[src/rtl/memory_store_aligner.sv]
`default_nettype none
// ============================================================================
// Module  : memory_store_aligner
// Brief   : Lane-aligns word/half/byte stores, queues them, drains to memory.
//           Optional macro MISALIGN_CHECK_EN drops misaligned stores.
// Revision: 1.0
// ============================================================================
module memory_store_aligner #(
   parameter int DEPTH = 2,
   parameter int PTR_W = 1
) (
   input  logic        clock,
   input  logic        reset_n,
   input  logic        st_valid,
   output logic        st_ready,
   input  logic [31:0] st_addr,
   input  logic [31:0] st_data,
   input  logic [1:0]  st_size,
   output logic        mem_req,
   output logic [31:0] mem_addr,
   output logic [31:0] mem_wdata,
   output logic [3:0]  mem_byte_en,
   input  logic        mem_ack,
   output logic        buf_empty,
   output logic        misalign_err
);

   localparam logic [1:0]     SZ_WORD  = 2'd0;
   localparam logic [1:0]     SZ_HALF  = 2'd1;
   localparam logic [1:0]     SZ_BYTE  = 2'd2;
   localparam logic [PTR_W:0] FULL_CNT = (PTR_W+1)'(DEPTH);

   logic [29:0]      fifo_addr  [DEPTH];
   logic [31:0]      fifo_wdata [DEPTH];
   logic [3:0]       fifo_be    [DEPTH];

   logic [PTR_W-1:0] wr_ptr_q, wr_ptr_d;
   logic [PTR_W-1:0] rd_ptr_q, rd_ptr_d;
   logic [PTR_W:0]   count_q, count_d;
   logic [29:0]      head_addr_q, head_addr_d;
   logic [31:0]      head_wdata_q, head_wdata_d;
   logic [3:0]       head_be_q, head_be_d;

   logic [31:0]      al_wdata;
   logic [3:0]       al_be;
   logic             misaligned;
   logic             accept, push, pop;
   logic [PTR_W:0]   remain;

   always_comb begin
      al_wdata = st_data;
      al_be    = 4'b1111;
      case (st_size)
         SZ_HALF: begin
            al_wdata = {2{st_data[15:0]}};
            al_be    = st_addr[1] ? 4'b1100 : 4'b0011;
         end
         SZ_BYTE: begin
            al_wdata = {4{st_data[7:0]}};
            al_be    = 4'b0001 << st_addr[1:0];
         end
         default: ;
      endcase
   end

`ifdef MISALIGN_CHECK_EN
   logic misalign_err_q;

   // Reserved size 3 behaves as a word, so it is checked like one.
   always_comb begin
      misaligned = 1'b0;
      if ((st_size == SZ_WORD || st_size == 2'd3) && st_addr[1:0] != 2'b00)
         misaligned = 1'b1;
      else if (st_size == SZ_HALF && st_addr[0])
         misaligned = 1'b1;
   end

   always_ff @(posedge clock or negedge reset_n) begin
      if (!reset_n) misalign_err_q <= 1'b0;
      else          misalign_err_q <= accept && misaligned;
   end

   assign misalign_err = misalign_err_q;
`else
   assign misaligned   = 1'b0;
   assign misalign_err = 1'b0;
`endif

   assign st_ready  = (count_q != FULL_CNT);
   assign mem_req   = (count_q != '0);
   assign buf_empty = (count_q == '0);
   assign accept    = st_valid && st_ready;
   assign push      = accept && !misaligned;
   assign pop       = mem_req && mem_ack;

   always_comb begin
      wr_ptr_d     = wr_ptr_q + PTR_W'(push);
      rd_ptr_d     = rd_ptr_q + PTR_W'(pop);
      count_d      = count_q + (PTR_W+1)'(push) - (PTR_W+1)'(pop);
      remain       = count_q - (PTR_W+1)'(pop);
      head_addr_d  = head_addr_q;
      head_wdata_d = head_wdata_q;
      head_be_d    = head_be_q;
      // The head register is only refreshed while something is queued, so the
      // memory-side outputs keep their last value once the FIFO runs dry.
      if (count_d != '0) begin
         if (remain == '0) begin
            head_addr_d  = st_addr[31:2];
            head_wdata_d = al_wdata;
            head_be_d    = al_be;
         end else begin
            head_addr_d  = fifo_addr[rd_ptr_d];
            head_wdata_d = fifo_wdata[rd_ptr_d];
            head_be_d    = fifo_be[rd_ptr_d];
         end
      end
   end

   always_ff @(posedge clock or negedge reset_n) begin
      if (!reset_n) begin
         wr_ptr_q     <= '0;
         rd_ptr_q     <= '0;
         count_q      <= '0;
         head_addr_q  <= '0;
         head_wdata_q <= '0;
         head_be_q    <= '0;
      end else begin
         wr_ptr_q     <= wr_ptr_d;
         rd_ptr_q     <= rd_ptr_d;
         count_q      <= count_d;
         head_addr_q  <= head_addr_d;
         head_wdata_q <= head_wdata_d;
         head_be_q    <= head_be_d;
      end
   end

   always_ff @(posedge clock) begin
      if (push) begin
         fifo_addr[wr_ptr_q]  <= st_addr[31:2];
         fifo_wdata[wr_ptr_q] <= al_wdata;
         fifo_be[wr_ptr_q]    <= al_be;
      end
   end

   assign mem_addr    = {head_addr_q, 2'b00};
   assign mem_wdata   = head_wdata_q;
   assign mem_byte_en = head_be_q;

endmodule
`default_nettype wire

[config.mk]
export PLATFORM = sky130hd
export DESIGN_NAME = memory_store_aligner
export DESIGN_NICKNAME = d
export VERILOG_FILES = /design/src/rtl/memory_store_aligner.sv
export SDC_FILE = /design/constraint.sdc
export NUM_CORES = 1
export LEC_CHECK = 0
export BUFFER_PORTS_ARGS = -buffer_cell sky130_fd_sc_hd__clkbuf_2
export CELL_PAD_IN_SITES_DETAIL_PLACEMENT = 0
export CELL_PAD_IN_SITES_GLOBAL_PLACEMENT = 1
export CORE_MARGIN = 1
export CORE_UTILIZATION = 48
export DETAILED_ROUTE_END_ITERATION = 7
export GPL_ROUTABILITY_DRIVEN = 1
export HOLD_SLACK_MARGIN = 0.08
export PLACE_DENSITY = 0.89
export SYNTH_ARGS = -nofsm -noshare
export SYNTH_HDL_FRONTEND = slang
export SYNTH_SLANG_ARGS = --single-unit
[constraint.sdc]
create_clock -name clock -period 5.3 [get_ports clock]
set_clock_uncertainty 0.1 [all_clocks]
set_input_delay 0.795 -clock clock [delete_from_list [all_inputs] [get_ports clock]]
set_output_delay 0.795 -clock clock [all_outputs]
set_load 0.02 [all_outputs]
==> results by group <==
Outcome
  • Outcome: completed

Timing
  • # setup viols final: 0
  • Post-route clock period utilization: 0.608
  • Shortest period the worst path allows: 3220 ps
  • Worst slew pin tran: 1090 ps
  • RSZ-0062 raised after global routing: false
  • Max Slew Vio Count: 0
  • Max Fclk: 310 MHz
  • Setup TNS: 0 ps
  • Slew headroom: 0.271
  • Final worst-path setup slack: 2080 ps
  • Hold Vio Cnt, Final: 0

Clocking
  • Clock Tree Buf Depth: 3
  • Setup bufs post-CTS: 0
  • Clock root buffer: clkbuf_16
  • Worst-path clk slew: 60 ps
  • CTS tree: yes
  • Num CTS Buffers: 21
  • Clock Sinks: 202
  • Hold-fix buffers, CTS: 0
  • Post-CTS sizing: 0
  • # H-tree levels: 1
  • Clock latency at the later pin of the worst-skew pair: 500 ps

Yosys
  • Synth area leader: edfxtp_1
  • Synth Warn #: 0
  • Yosys reg bits: between 200 and 250
  • Synth top area cells: edfxtp_1 (47%), dfrtp_1 (21%), a211oi_1 (5.7%), o21ai_0 (5.1%), nor2b_1 (5.0%)
  • Top-area cell type share of the netlist area: 0.472
  • Async S/R FF share, synth: 0.347
  • EDFF count, synth: 132
  • Post-Syn Instances: 678
  • Mean Syn Cell Area: approximately 12 um2
  • Top FF cell, synth: edfxtp_1
  • Synthesized cell area: 8400 um2
  • Synth unique cells: 30
  • Sequential share of the synthesized area: 0.680

Pwr
  • Sw frac: 0.413
  • Share of power burned in registers: 0.370
  • Worst IR Drop VDD: a little over 0.5 mV
  • Switching Power: 2.84 mW
  • Pint: 4.03 mW
  • Clk pwr share: 0.202
  • Gate power share: 0.427
  • PD cells: 695 nW/um2
  • Lkg Pwr: 3.82 nW

Routing
  • First-pass DRT Iterations: 5
  • Via/cell ratio: 5.58
  • Antenna-violating nets left: 0
  • 1st-iter DRT viols: 332
  • Via count: 5,774
  • Final Routed Wirelength: 19,400 um
  • Routed len/inst: 18.7 um
  • # DRC: 0

Floorplanning
  • Num ports: 142
  • Initial Utilization: 0.489
  • Die Wd: 134 um
  • FP Rows: 48
  • Core area: 17,200 um2
  • Die area: 18,000 um2
  • Die Height: 134 um

Layout
  • Fill count: 1,444
  • Layout cells sized above 1: 0.234
  • Area grow syn2layout: 17.7%
  • Commonest cells after routing, fill and taps aside: clkbuf_2 (137), edfxtp_1 (132), o21ai_0 (86)
  • Ant diodes: 0
  • Leading cell type in the layout, fill and taps excluded: clkbuf_2
  • Number of nets in the layout: 871
  • Final core utilization: 0.576

Global route
  • First-pass GRT wire length: between 30,000 and 40,000 um
  • Vias in the first global route: 5,818
  • GRT Total Usage: 0.223
  • Gr ovfl total: 0
  • Largest net degree at the start of global routing: 71
  • Global route hottest layer: met2
  • Met3 usage: 0.0367
  • Met1 usage: 0.308
  • Met2 GRT Util: 0.366
  • Initial antenna violation count: 0

Worst setup path
  • Worst path buffer plus inverter count: 2
  • CP Class: reg2reg
  • Slowest-stage cell, CP: nor2_4
  • Critical path's top delay family: simple AND/OR/NAND/NOR gates
  • FF-to-FF setup slack: 2080 ps
  • Slowest stage delay, CP: 600 ps
  • Cells on worst reg2reg path: 10
  • Critical Path AT: about 3500 ps
  • Worst Path Required: 5600 ps
  • Critical Path Source: count_q[1]$_DFF_PN0_
  • Worst r2r dst: mem_wdata[15]$_DFFE_PN0P_
  • Worst setup EP type: register
  • CP dominant cell by count: ha_1
  • CP Cell Sequence: or2_2 > and2_1 > ha_1 > inv_1 > ha_1 > xor3_2 > nor2_4 > buf_4 > nand2_1 > o21ai_0
  • Worst Path Max Fanout: 32
  • R2r startpoint: count_q[1]$_DFF_PN0_
  • Crit path launch type: register

Hold path
  • HP Class: in2async

Placed design
  • Gpl congestion: 0.833
  • HPWL after detailed placement: 11,900 um
  • Pre-CTS setup slack: 1970 ps
  • I/O Buffers: 138

Job
  • MaxCap Viol Count: 0
-- synthesized netlist by cell type (all sizes together), types with 8 or more instances --
master / count
nand2: 82
o21ai: 136
clkbuf: 30
o31ai: 9
a211oi: 64
nor2b: 67
nor2: 10
inv: 8
a22o: 9
dfrtp: 70
edfxtp: 132
buf: 24
a22oi: 8
-- area by class of cell --
cell class / count / area, um2 / area share
Tap cell: 225 / 282 / 0.0285
Sequential cell: 202 / 5720 / 0.578
Multi-Input combinational cell: 416 / 2460 / 0.249
Clock buffer: 21 / 526 / 0.0531
Clock inverter: 17 / 126 / 0.0128
Inverter: 8 / 30.0 / 0.00304
Timing Repair Buffer: 145 / 746 / 0.0754
-- metal layers --
layer,wire length (um),part of all wire
met2,9290,0.48
met3,1390,0.072
met1,8260,0.43
met5,0,0
met4,412,0.021
-- power by group through the flow --
| stage | clock (mW) | combinational (mW) | sequential (mW) |
|---|---|---|---|
| floorplan | 0 | 1.81 | 2.84 |
| CTS | 1.41 | 2.98 | 2.55 |
| global placement | 0 | 2.84 | 2.55 |
| finish | 1.39 | 2.94 | 2.55 |
| global route | 1.47 | 3.30 | 2.60 |
| detailed placement | 0 | 2.97 | 2.57 |
-- worst register-to-register path, stage by stage (launching register included) --
cell and delay, ps:
dfrtp_1 460, or2_2 360, and2_1 200, ha_1 290, inv_1 60, ha_1 150
xor3_2 300, nor2_4 600, buf_4 410, nand2_1 90, o21ai_0 100
-- through the flow --
stage | hold slack, ps | total power [mW] | cell area [um2] | instances
final | 356 | 6.87 | 9890 | 1034
after global routing | 389 | 7.37 | 9890 | 1034
after CTS | 384 | 6.94 | 9890 | 1034
after detailed placement | 370 | 5.54 | 9240 | 996
after global placement | 366 | 5.39 | 9240 | 996
after floorplan | 392 | 4.65 | 8410 | 680
-- worst max-delay path by stage --
stage / to / depth (start not counted)
finish: mem_wdata[15]$_DFFE_PN0P_ / 10
global route: head_addr_q[19]$_DFFE_PN0P_ / 10
CTS: mem_wdata[15]$_DFFE_PN0P_ / 10
detailed placement: head_addr_q[21]$_DFFE_PN0P_ / 10
global placement: head_addr_q[4]$_DFFE_PN0P_ / 10
floorplan: fifo_addr[1][0]$_DFFE_PP_ / 3
-- cells by family after synthesis --
group | synth area share
AOI/OAI and AO/OA | 0.169
xor gates and xnor gates | 0.00596
adders and majority gates | 0.0104
buffers and inverters | 0.0338
DFF | 0.680
muxes | 0.00238
other | 0.000446
and+or+nand+nor | 0.0978
-- sequential cells by signal, summed over array words and instances, names as in the netlist --
register,cells
count_q,2
fifo_addr,60
fifo_be,8
fifo_wdata,64
head_addr_q,30
mem_byte_en,4
mem_wdata,32
rd_ptr_q,1
wr_ptr_q,1
Note: power is estimated with default switching activity, not from simulation.
